==> src/rtl/cond_eval_pipe_pkg.sv <==
// cond_eval_pipe_pkg: mask/flag bit positions and the per-channel condition helper
package cond_eval_pipe_pkg;
  localparam int COND_LT = 2, COND_EQ = 1, COND_GT = 0;
  localparam int FLAG_NEG = 2, FLAG_ZERO = 1, FLAG_POS = 0;
  localparam int COND_MASK_W = 3;
  typedef logic [COND_MASK_W-1:0] cond_t;
  function automatic logic cond_hit(input cond_t f, input cond_t m);
    return (m[COND_LT] & f[FLAG_NEG]) | (m[COND_EQ] & f[FLAG_ZERO]) | (m[COND_GT] & f[FLAG_POS]);
  endfunction
endpackage

==> src/rtl/cond_eval_pipe_if.sv <==
// cond_eval_pipe_if: valid/ready operand and result bus; COND_FLAGS_OUT_EN adds out_flags
interface cond_eval_pipe_if #(parameter int BUS_WIDTH = 8, parameter int N_CH = 4);
  logic                      in_valid, in_ready, in_signed;
  logic [N_CH*BUS_WIDTH-1:0] in_x;
  logic [N_CH*3-1:0]         in_mask;
  logic                      out_valid, out_ready, out_any, out_all;
  logic [N_CH-1:0]           out_o;
`ifdef COND_FLAGS_OUT_EN
  logic [N_CH*3-1:0]         out_flags;
`endif
  modport master (
`ifdef COND_FLAGS_OUT_EN
    input out_flags,
`endif
    output in_valid, in_x, in_mask, in_signed, out_ready,
    input in_ready, out_valid, out_o, out_any, out_all);
  modport slave (
`ifdef COND_FLAGS_OUT_EN
    output out_flags,
`endif
    input in_valid, in_x, in_mask, in_signed, out_ready,
    output in_ready, out_valid, out_o, out_any, out_all);
endinterface

==> src/rtl/cond_eval_pipe_flags.sv <==
// cond_flags: one-hot {neg,zero,pos} classification of a single operand
module cond_flags import cond_eval_pipe_pkg::*; #(parameter int BUS_WIDTH = 8) (
  input  logic [BUS_WIDTH-1:0] i_x,
  input  logic                 i_signed,
  output cond_t                o_flags
);
  logic w_zero, w_neg;
  assign w_zero = i_x == '0;
  assign w_neg  = i_signed & i_x[BUS_WIDTH-1];
  assign o_flags[FLAG_NEG]  = w_neg;
  assign o_flags[FLAG_ZERO] = w_zero;
  assign o_flags[FLAG_POS]  = ~w_zero & ~w_neg;
endmodule

==> src/rtl/cond_eval_pipe.sv <==
// cond_eval_pipe: 2-stage N_CH-channel zero-compare pipeline with valid/ready flow control.
// COND_FLAGS_OUT_EN carries the S1 flags into S2 and exposes them as out_flags.
module cond_eval_pipe import cond_eval_pipe_pkg::*; #(
  parameter int BUS_WIDTH = 8,
  parameter int N_CH      = 4
) (
  input logic              clk,
  input logic              rst_n,
  cond_eval_pipe_if.slave  bus
);
  logic                w_s1_adv, w_s2_adv;
  logic [N_CH*3-1:0]   w_f;
  logic [N_CH-1:0]     w_o;
  logic                r_s1_v, r_s2_v, r_any, r_all;
  logic [N_CH*3-1:0]   r_s1_f, r_s1_m;
  logic [N_CH-1:0]     r_o;
  assign w_s2_adv     = ~r_s2_v | bus.out_ready;
  assign w_s1_adv     = ~r_s1_v | w_s2_adv;
  assign bus.in_ready = w_s1_adv & rst_n;
  genvar k;
  for (k = 0; k < N_CH; k++) begin : g_ch
    cond_flags #(.BUS_WIDTH(BUS_WIDTH)) u_flags (
      .i_x      (bus.in_x[k*BUS_WIDTH +: BUS_WIDTH]),
      .i_signed (bus.in_signed),
      .o_flags  (w_f[3*k +: 3])
    );
    assign w_o[k] = cond_hit(r_s1_f[3*k +: 3], r_s1_m[3*k +: 3]);
  end
  always_ff @(posedge clk)
    if (!rst_n) begin
      r_s1_v <= 1'b0;
      r_s1_f <= '0;
      r_s1_m <= '0;
      r_s2_v <= 1'b0;
      r_o    <= '0;
      r_any  <= 1'b0;
      r_all  <= 1'b0;
    end else begin
      if (w_s1_adv) begin
        r_s1_v <= bus.in_valid;
        r_s1_f <= w_f;
        r_s1_m <= bus.in_mask;
      end
      if (w_s2_adv) begin
        r_s2_v <= r_s1_v;
        r_o    <= w_o;
        r_any  <= |w_o;
        r_all  <= &w_o;
      end
    end
`ifdef COND_FLAGS_OUT_EN
  logic [N_CH*3-1:0] r_s2_f;
  always_ff @(posedge clk)
    if (!rst_n) r_s2_f <= '0;
    else if (w_s2_adv) r_s2_f <= r_s1_f;
  assign bus.out_flags = r_s2_f;
`endif
  assign bus.out_valid = r_s2_v;
  assign bus.out_o     = r_o;
  assign bus.out_any   = r_any;
  assign bus.out_all   = r_all;
endmodule

==> src/flat_wrapper.sv <==
// flat-port wrapper written by rule: the top's interface ports become plain ports
module cond_eval_pipe_flat import cond_eval_pipe_pkg::*;
#(
  parameter int BUS_WIDTH = 8,
  parameter int N_CH      = 4
)
  (clk, rst_n, bus_in_valid, bus_in_x, bus_in_mask, bus_in_signed, bus_out_ready, bus_in_ready, bus_out_valid, bus_out_o, bus_out_any, bus_out_all);
  cond_eval_pipe_if #(.BUS_WIDTH(BUS_WIDTH), .N_CH(N_CH)) bus_i ();
  input logic clk;
  input logic rst_n;
  input wire logic [$bits(bus_i.in_valid)-1:0] bus_in_valid;
  input wire logic [$bits(bus_i.in_x)-1:0] bus_in_x;
  input wire logic [$bits(bus_i.in_mask)-1:0] bus_in_mask;
  input wire logic [$bits(bus_i.in_signed)-1:0] bus_in_signed;
  input wire logic [$bits(bus_i.out_ready)-1:0] bus_out_ready;
  output wire logic [$bits(bus_i.in_ready)-1:0] bus_in_ready;
  output wire logic [$bits(bus_i.out_valid)-1:0] bus_out_valid;
  output wire logic [$bits(bus_i.out_o)-1:0] bus_out_o;
  output wire logic [$bits(bus_i.out_any)-1:0] bus_out_any;
  output wire logic [$bits(bus_i.out_all)-1:0] bus_out_all;
  assign bus_i.in_valid = bus_in_valid;
  assign bus_i.in_x = bus_in_x;
  assign bus_i.in_mask = bus_in_mask;
  assign bus_i.in_signed = bus_in_signed;
  assign bus_i.out_ready = bus_out_ready;
  assign bus_in_ready = bus_i.in_ready;
  assign bus_out_valid = bus_i.out_valid;
  assign bus_out_o = bus_i.out_o;
  assign bus_out_any = bus_i.out_any;
  assign bus_out_all = bus_i.out_all;
  cond_eval_pipe #(.BUS_WIDTH(BUS_WIDTH), .N_CH(N_CH)) u_core (.clk(clk), .rst_n(rst_n), .bus(bus_i));
endmodule
==> config.mk <==
export PLATFORM = sky130hd
export DESIGN_NAME = cond_eval_pipe_flat
export DESIGN_NICKNAME = d
export VERILOG_FILES = /design/src/rtl/cond_eval_pipe_pkg.sv /design/src/rtl/cond_eval_pipe_if.sv /design/src/rtl/cond_eval_pipe_flags.sv /design/src/rtl/cond_eval_pipe.sv /design/src/flat_wrapper.sv
export SDC_FILE = /design/constraint.sdc
export NUM_CORES = 1
export LEC_CHECK = 0
export BUFFER_PORTS_ARGS = -buffer_cell sky130_fd_sc_hd__buf_2
export CORE_ASPECT_RATIO = 1.2
export CORE_MARGIN = 2
export CORE_UTILIZATION = 46
export CTS_BUF_LIST = sky130_fd_sc_hd__clkbuf_8 sky130_fd_sc_hd__clkbuf_16
export DETAILED_ROUTE_END_ITERATION = 6
export GPL_TIMING_DRIVEN = 0
export PLACE_DENSITY = 0.86
export REMOVE_ABC_BUFFERS = 1
export SLEW_MARGIN = 20
export SYNTH_ARGS = -nofsm -noshare
export SYNTH_HDL_FRONTEND = slang
export SYNTH_SLANG_ARGS = --single-unit
==> constraint.sdc <==
create_clock -name clk -period 1.5 [get_ports clk]
set_clock_uncertainty 0.1 [all_clocks]
set_input_delay 0.15 -clock clk [delete_from_list [all_inputs] [get_ports clk]]
set_output_delay 0.15 -clock clk [all_outputs]
set_load 0.005 [all_outputs]
==> summary.txt, run 1 <==
HP Start - bus_in_mask[10]
Tcrit/Tclk final - 94.8%
Max FO, Critical Path - 4
Final instance area - 1720 µm²
DIE AREA - 3300 µm²
Register area share after synthesis - 48.8%
Cell Chain, Critical Path - nand3b_1, and2_1, buf_2
I/O pin count - 57
Setup violators final - 0
Reg2reg start - u_core.r_s1_f[0]
Slowest cell on crit path - dfxtp_1
Buffers on Ports - 56
CP required - 1250 ps
Max-slew violation count - 0
Critical Path AT - 1170 ps
Unrepaired setup endpoints after global routing - true
Clock tree from TritonCTS - done
Placed Area - 1590 µm²
Highest-count cells in the layout ignoring fill and taps - buf_2, nand2_1, dfxtp_1
Filler cells - 263
GR Util All Layers - 20.8%
Launch point of the worst path - u_core.r_s1_v
P_leak - 0.789 nW
Gpl congestion - 0.722
DRT antenna net count - 0
Largest family of logic cells by synthesized area - compound AO/OA/AOI/OAI gates
Largest net degree at the start of global routing - 35
Worst-path clk slew - 70 ps
Multi-input gate area - 633 µm²
Most common cell after layout, fill and taps aside - buf_2
Effective utilization at floorplan - 47.6%
Die span in y - 62.5 µm
Pwr dens - 1030 nW/µm²
Layout cells sized above 1 - 33.5%
Wire per inst - 12.9 µm
Clk_lat worst skew - 290 ps
DRT iter0 DRCs - 56
Buf+Inv Stages, Crit Path - 1
Synth cell types - 24
Hold crit path type - input port to register
Antenna Cells - 0
Detailed Place HPWL - 1990 µm
Die width - 52.8 µm
Critical path launch point type - register
H-Tree Depth - 2
Number of synthesized flops with an enable pin - 0
Synth Area in Adders - 0%
Total Power - 1.77 mW
Syn Inst Count - 148
FMAX - 703 MHz
Vias in the first global route - 1,180
Share of synthesized flip-flops with an asynchronous set or reset - 0%
Total CTS buffers - 5
Final std cells w/o fill - 240
#FFs+latches synth - 32
Clk buf depth - 2
1st-pass router iterations - 4
Max IR drop VDD - 840 µV
Via density - 5.44
Largest stage delay on the critical path - 400 ps
Yosys warning total - 0
Drt total wl - 3100 µm
Xor and xnor area share after synthesis - 0%
Clk sinks - 32
Slew headroom - 66.8%
Status - complete, no violations
WS Path Type - register to primary output
Mean Syn Cell Area - 8.88 µm²
Synthesized area - 1310 µm²
Hold_ws - 5.87 ps
Minimum clock period - 1420 ps
Layout area overhead - 30.9%
Simple-gate share of the synthesized area - 22.0%
# rows - 21
Register area - 642 µm²
Fin. Hold Viols - 0
Area fraction in compound gates after synthesis - 25.3%
CP delay by family, top - flip-flops
Final nets - 254
Global-route wire length before repair - 5090 µm
DRC - 0
Remaining Overflow, GRT - 0
Mux share of post-synthesis cell area - 0%
Vias - 1,306
Cell count after placement - 228
Ys flop type - dfxtp_1
Core area - 2760 µm²
Initial antenna violation count - 0
Measured slew at the worst slew-check pin - 498 ps
Maxcap violations - 0
CP endpoint kind - primary output
Root buf cell - clkbuf_8
-- report_power, final --
part | leakage, nW | total [mW] | internal [mW] | switching, mW
combinational | 0.474 | 0.178 | 0.101 | 0.0767
sequential | 0.265 | 0.919 | 0.893 | 0.0254
clock | 0.0510 | 0.673 | 0.365 | 0.308
-- through the flow --
| stage | setup slack (ps) | util [%] | setup TNS [ps] |
|---|---|---|---|
| floorplan | 71.7 | - | 0 |
| global route | -30.4 | 62.3 | -30.4 |
| CTS | 59.7 | 61.9 | 0 |
| finish | 78.2 | 62.3 | 0 |
| global placement | -238 | 57.6 | -3370 |
| detailed placement | -248 | 57.6 | -3590 |
-- final timing paths --
path                              to  slack, ps  depth (start not counted)
setup / recovery        bus_in_ready         80                          3
hold / removal     u_core.r_s1_m[10]          6                          3
setup reg to reg  u_core.bus.out_any         80                          3
hold reg to reg     u_core.r_s1_f[9]        360                          2
-- per-layer routing --
layer | track usage (%) | share of wire, % | vias to the layer above | wire length, µm
met5 | 0 | 0 | - | 0
met3 | 5.98 | 8.6 | 7 | 268
met1 | 22.9 | 39 | 597 | 1200
li1 | - | - | 647 | -
met4 | 8.65 | 1.8 | 0 | 55
met2 | 35.9 | 51 | 55 | 1580
-- synth_stat cells, types with 2 or more instances --
cell	instances	area share, %
dfxtp_1	32	49
nor4_1	8	3.8
a21boi_0	21	12
a21boi_1	4	2.3
a221o_1	4	3.0
nand2_1	42	12
buf_4	2	1.1
buf_2	2	0.76
clkbuf_1	5	1.4
a222oi_1	4	3.0
o211a_1	3	2.3
nand3_1	9	3.4
-- registers in the layout, indices dropped and copies added (netlist names) --
name                  cells
u_core.r_s1_f            12
u_core.bus.out_o          4
u_core.bus.out_valid      1
u_core.r_s1_m            12
u_core.r_s1_v             1
u_core.bus.out_any        1
u_core.bus.out_all        1
-- repair_timing --
item / in CTS / in global routing
cloned: 1 / 0
setup endpoints to repair: 26 / 13
pin swaps: 1 / 1
resized for setup: 1 / 2
hold buffers: 1 / 0
hold endpoints to repair: 1 / 0
buffers inserted: 1 / 1
-- cell type report --
type / count / share of cell area [%]
clock buffer: 6 / 4.80
clock inverter: 2 / 0.582
tap: 34 / 2.47
sequential: 32 / 37.3
inverter: 1 / 0.218
timing repair buffer: 59 / 17.8
multi-input combinational: 106 / 36.8
-- kinds of logic after synthesis --
| family | count (synthesis) |
|---|---|
| simple gates | 64 |
| compound gates | 41 |
| buf+inv | 11 |
| flops | 32 |
-- worst register-to-register path, delay by kind of cell, from the launching register on --
kind             cells  cell delay [ps]
AND/OR/NAND/NOR      1              150
flip-flops           1              310
AO/OA/AOI/OAI        2              760
No activity file was read; power rests on OpenSTA's default activity.
==> run 2, diff against run 1 <==
GPL_TIMING_DRIVEN = default   (was 0)
==> run 2 against run 1 <==
Critical path type unchanged. Flip-flop and latch count stayed put. Cell count did not move. First-iteration DRC count decreased by 63%. Clock power shrank 13%. Utilization unchanged. Total power down 5.1%. Highest routed layer unchanged. Final area is the same. Sequential power hardly changed. Wire length shrank 7.8%. Global-route usage down 2.1 points. Non-clock buffer count increased by 2.
==> summary.txt, run 2 (synthesis results as in run 1) <==
H-Tree Depth - 2 (unchanged)
Setup violators final - 0 (unchanged)
Gpl congestion - 0.753 (+4.3%)
Remaining Overflow, GRT - 0 (unchanged)
Slew headroom - 68.6% (+1.8 points)
Max-slew violation count - 0 (unchanged)
Worst flop-to-flop path endpoint - u_core.bus.out_any
Hold-fix buffers, CTS - 1 (unchanged)
Largest net degree at the start of global routing - 30 (-14%)
Register-to-Register Path Depth - 3 (unchanged)
Initial antenna violation count - 0 (unchanged)
Register area - 641 µm² (-0.20%)
Reg2reg setup slack - 120 ps (+40 ps)
PostCTS Resize Cnt - 0 (-1)
Vias in the first global route - 1,087 (-7.9%)
Clk buf depth - 2 (unchanged)
Minimum clock period - 1420 ps (-4.28 ps)
Layout area overhead - 30.9% (unchanged)
CP required - 1250 ps (about the same)
Vias - 1,259 (-3.6%)
Setup TNS - 0 ps (unchanged)
Core area - 2760 µm² (unchanged)
FMAX - 705 MHz (+0.30%)
CP endpoint kind - primary output
P_leak - 0.799 nW (+1.2%)
1st-pass router iterations - 4 (unchanged)
DRC - 0 (unchanged)
Global-route wire length before repair - 4550 µm (-11%)
Post-CTS Setup Repair Bufs - 0 (-1)
DIE AREA - 3300 µm² (unchanged)
Reg2reg start - u_core.r_s1_f[0]
Via density - 5.25 (-3.6%)
WS Path Type - register to primary output
Multi-input gate area - 622 µm² (-1.8%)
Final nets - 255 (+0.39%)
Root buf cell - clkbuf_8
Worst-path clk slew - 60 ps (about the same)
Filler cells - 250 (-4.9%)
Hold_ws - 20.8 ps (+15.0 ps)
Critical path capture point - bus_in_ready
# rows - 21 (unchanged)
GR Util All Layers - 18.7% (-2.1 points)
Hold crit path type - input port to register
Measured slew at the worst slew-check pin - 471 ps (-27.7 ps)
Maxcap violations - 0 (unchanged)
Clock tree from TritonCTS - done
Critical Path AT - 1170 ps (about the same)
Buffers on Ports - 56 (unchanged)
DRT antenna net count - 0 (unchanged)
Total CTS buffers - 5 (unchanged)
Launch point of the worst path - u_core.bus.out_valid
Status - complete, no violations
Hold depth - 3 (unchanged)
Layout cells sized above 1 - 32.5% (-0.97 points)
Clk sinks - 32 (unchanged)
Most common cell after layout, fill and taps aside - buf_2
Wire per inst - 11.9 µm (-7.8%)
Max FO, Critical Path - 4 (unchanged)
Pwr dens - 977 nW/µm² (-5.1%)
Die span in y - 62.5 µm (unchanged)
Highest-count cells in the layout ignoring fill and taps - buf_2, nand2_1, dfxtp_1
Detailed Place HPWL - 2120 µm (+6.6%)
Effective utilization at floorplan - 47.6% (unchanged)
Die width - 52.8 µm (unchanged)
Max IR drop VDD - 781 µV (-7.0%)
Critical path launch point type - register
Drt total wl - 2860 µm (-7.8%)
I/O pin count - 57 (unchanged)
Antenna Cells - 0 (unchanged)
Clk_lat worst skew - 280 ps (about the same)
Unrepaired setup endpoints after global routing - false
Fin. Hold Viols - 0 (unchanged)
Tcrit/Tclk final - 94.5% (-0.29 points)
DRT iter0 DRCs - 21 (-63%)
run 2: cell types whose count changed in the layout (fill, tap and decap cells not counted), sizes merged:
cell,previous run,this run
nand3b,2,1
buf,58,60
clkinv,2,1
clkbuf,6,5
inv,1,2
run 2: layer usage:
layer	vias up	track usage, %	wire length [µm]
met5	-	0	0
met4	0	7.69	34
met3	4	7.18	212
met2	45	31.9	1470
met1	562	19.9	1150
li1	648	-	-
run 2: cell type report:
| type | instances | share of cell area [%] |
|---|---|---|
| Sequential cell | 32 | 37.3 |
| Multi-Input combinational cell | 105 | 36.2 |
| Timing Repair Buffer | 61 | 19.4 |
| Clock buffer | 5 | 4.00 |
| Tap cell | 34 | 2.47 |
| Clock inverter | 2 | 0.509 |
| Inverter | 1 | 0.218 |
run 2: worst min-delay path by stage:
stage / start / to / slack [ps]
floorplan: rst_n / u_core.r_s1_v / 170
global route: bus_in_mask[8] / u_core.r_s1_m[8] / 20
CTS: bus_in_mask[7] / u_core.r_s1_m[7] / 20
finish: bus_in_mask[7] / u_core.r_s1_m[7] / 20
global placement: bus_in_valid / u_core.r_s1_v / 260
detailed placement: bus_in_valid / u_core.r_s1_v / 260
run 2: stage by stage:
stage                     setup slack [ps]  util (%)  instance area [µm²]  total power, mW  instances
final                                 82.4      62.3                 1720             1.68        240
after global routing                  13.8      62.3                 1720             1.76        240
after CTS                             56.8      62.3                 1720             1.70        240
after detailed placement               139      59.1                 1630             1.11        232
after global placement                 148      59.1                 1630             1.10        232
after floorplan                       71.7         -                 1270             1.00        138
run 2: worst max-delay path, stage by stage (launching register included):
cell and delay, ps:
dfxtp_1 350, nand3b_1 200, and2_1 220, buf_2 120
run 2: power breakdown:
group,internal (mW),switching [mW],leakage [nW]
sequential,0.893,0.0239,0.264
clock,0.307,0.280,0.0452
combinational,0.102,0.0737,0.490
==> run 3, diff against run 2 <==
BUFFER_PORTS_ARGS = default   (was -buffer_cell sky130_fd_sc_hd__buf_2)
CORE_MARGIN = 8   (was 2)
CORE_UTILIZATION = 59   (was 46)
DONT_BUFFER_PORTS = 1   (was default)
PLACE_DENSITY = 0.83   (was 0.86)
clock period = 1.4 ns   (was 1.5 ns; I/O delays follow)
==> run 3 against run 2 <==
The run now ends with hold timing, setup timing left. Cell count is 23% lower. Wire length is 9.8% higher. Via count is 11% lower. Combinational power is 39% lower. First-iteration DRC count is 120% higher. Critical path depth stayed put. Worst hold slack worse by 130 ps. Global-route usage is 1.7 points lower. Die area is 21% higher. Largest cell class unchanged.
==> summary.txt, run 3 (synthesis results as in run 1) <==
Status - finished, violations left
Failing checks - hold timing, setup timing
Slew headroom - 65.9% (-2.8 points)
Vias - 1,122 (-11%)
CP required - 1470 ps (+220 ps)
Critical path launch point type - register
Pwr dens - 1200 nW/µm² (+22%)
Post-layout worst setup margin - -21.6 ps (-104 ps)
GR Util All Layers - 17.0% (-1.7 points)
Layout area overhead - 14.1%
Initial antenna violation count - 0 (unchanged)
Via density - 6.06 (+16%)
Worst slack, placed - 14.2 ps (-124 ps)
Hold-fix buffers, CTS - 6 (+5)
Most common cell after layout, fill and taps aside - nand2_1
Gpl congestion - 0.755 (+0.35%)
DRC - 0 (unchanged)
DRT iter0 DRCs - 46 (+120%)
Hold crit path type - input port to register
P_leak - 0.592 nW (-26%)
Max FO, Critical Path - 3 (-1)
FMAX - 703 MHz
H-Tree Depth - 2 (unchanged)
Largest stage delay on the critical path - 510 ps (+160 ps)
Wire per inst - 17.0 µm (+42%)
Core area - 2090 µm² (-24%)
Unrepaired setup endpoints after global routing - true
DIE AREA - 4000 µm² (+21%)
Antenna Cells - 0 (unchanged)
CP endpoint kind - register
Buf+Inv Stages, Crit Path - 0 (-1)
Maxcap violations - 0 (unchanged)
Die width - 59.1 µm (+12%)
Slowest cell on crit path - a222oi_1
Max IR drop VDD - 981 µV (+26%)
Critical Path AT - 1490 ps (+320 ps)
Global-route wire length before repair - 5200 µm (+14%)
Tcrit/Tclk final - 102%
Die span in y - 67.7 µm (+8.2%)
Buffers on Ports - 0 (-100%)
Clk sinks - 32 (unchanged)
Minimum clock period - 1420 ps
Layout cells sized above 1 - 9.68% (-23 points)
Filler cells - 190 (-24%)
Total CTS buffers - 5 (unchanged)
Largest net degree at the start of global routing - 35 (+17%)
Clk buf depth - 2 (unchanged)
Worst-path clk slew - 60 ps (about the same)
DRT antenna net count - 0 (unchanged)
Setup violators final - 1 (+1)
Multi-input gate area - 622 µm² (unchanged)
# rows - 18 (-14%)
Reg2reg setup slack - -20 ps (-140 ps)
Drt total wl - 3140 µm (+9.8%)
1st-pass router iterations - 5 (+1)
Fin. Hold Viols - 32 (+32)
WS Path Type - register to register
CP delay by family, top - compound AO/OA/AOI/OAI gates
Highest-count cells in the layout ignoring fill and taps - nand2_1, dfxtp_1, a21boi_0
Cell Chain, Critical Path - a222oi_1, nand3_1, o221a_2
Effective utilization at floorplan - 62.7% (+15 points)
Measured slew at the worst slew-check pin - 512 ps (+41.5 ps)
Final nets - 203 (-20%)
Clock tree from TritonCTS - done
I/O pin count - 57 (unchanged)
Clk_lat worst skew - 270 ps (about the same)
Max-slew violation count - 0 (unchanged)
Detailed Place HPWL - 2260 µm (+6.7%)
Hold_ws - -104 ps (-125 ps)
Remaining Overflow, GRT - 0 (unchanged)
Root buf cell - clkbuf_8
Setup TNS - -21.6 ps (-21.6 ps)
Vias in the first global route - 1,183 (+8.8%)
Register area - 644 µm² (+0.59%)
==> run 3: through the flow <==
step                      utilization (%)  hold WS (ps)  instances  total power, mW  cell area, µm²
after global routing                 71.6          -129        185             1.88            1500
after CTS                            71.2          -108        185             1.81            1490
after floorplan                         -           158        138             1.07            1270
final                                71.6          -104        185             1.79            1500
after detailed placement             63.9           177        171             1.10            1340
after global placement               63.9           165        171             1.09            1340
==> run 3: worst reg2reg max path, stage by stage, from the launching register on <==
cell and delay [ps]:
dfxtp_2 320, a222oi_1 510, nand3_1 140, o221a_2 250
==> run 3: layer usage <==
layer	part of all wire (%)	track usage, %	up-vias
met5	0	0	-
li1	-	-	542
met2	51	29.2	49
met4	0.95	7.19	0
met1	39	16.9	526
met3	9.4	8.94	5
==> run 3: repair_timing <==
item	in CTS	in global routing
endpoints found under the hold margin	32	32
setup endpoints to repair	0	2
buffers inserted	0	0
gates resized for setup	0	4
==> run 3: cell type report <==
cell class              count  area share [%]
clock buffers               6            5.51
repair buffers              9            6.59
clock inverters             2           0.668
flip-flops and latches     32            43.0
inverters                   1           0.250
multi-input cells         105            41.5
well taps                  30            2.50
==> run 3: where the power goes <==
| group | leakage, nW | internal, mW | switching, mW |
|---|---|---|---|
| clock | 0.0510 | 0.391 | 0.306 |
| sequential | 0.265 | 0.958 | 0.0293 |
| combinational | 0.276 | 0.0642 | 0.0427 |
| total | 0.592 | 1.41 | 0.378 |
==> run 3: final timing paths <==
check                                 startpoint            endpoint  cells past startpoint
worst max-delay path            u_core.r_s1_f[6]  u_core.bus.out_any                      3
worst min-delay path                       rst_n       u_core.r_s1_v                      1
worst max register to register  u_core.r_s1_f[6]  u_core.bus.out_any                      3
worst min register to register  u_core.r_s1_f[3]    u_core.r_s1_f[3]                      2
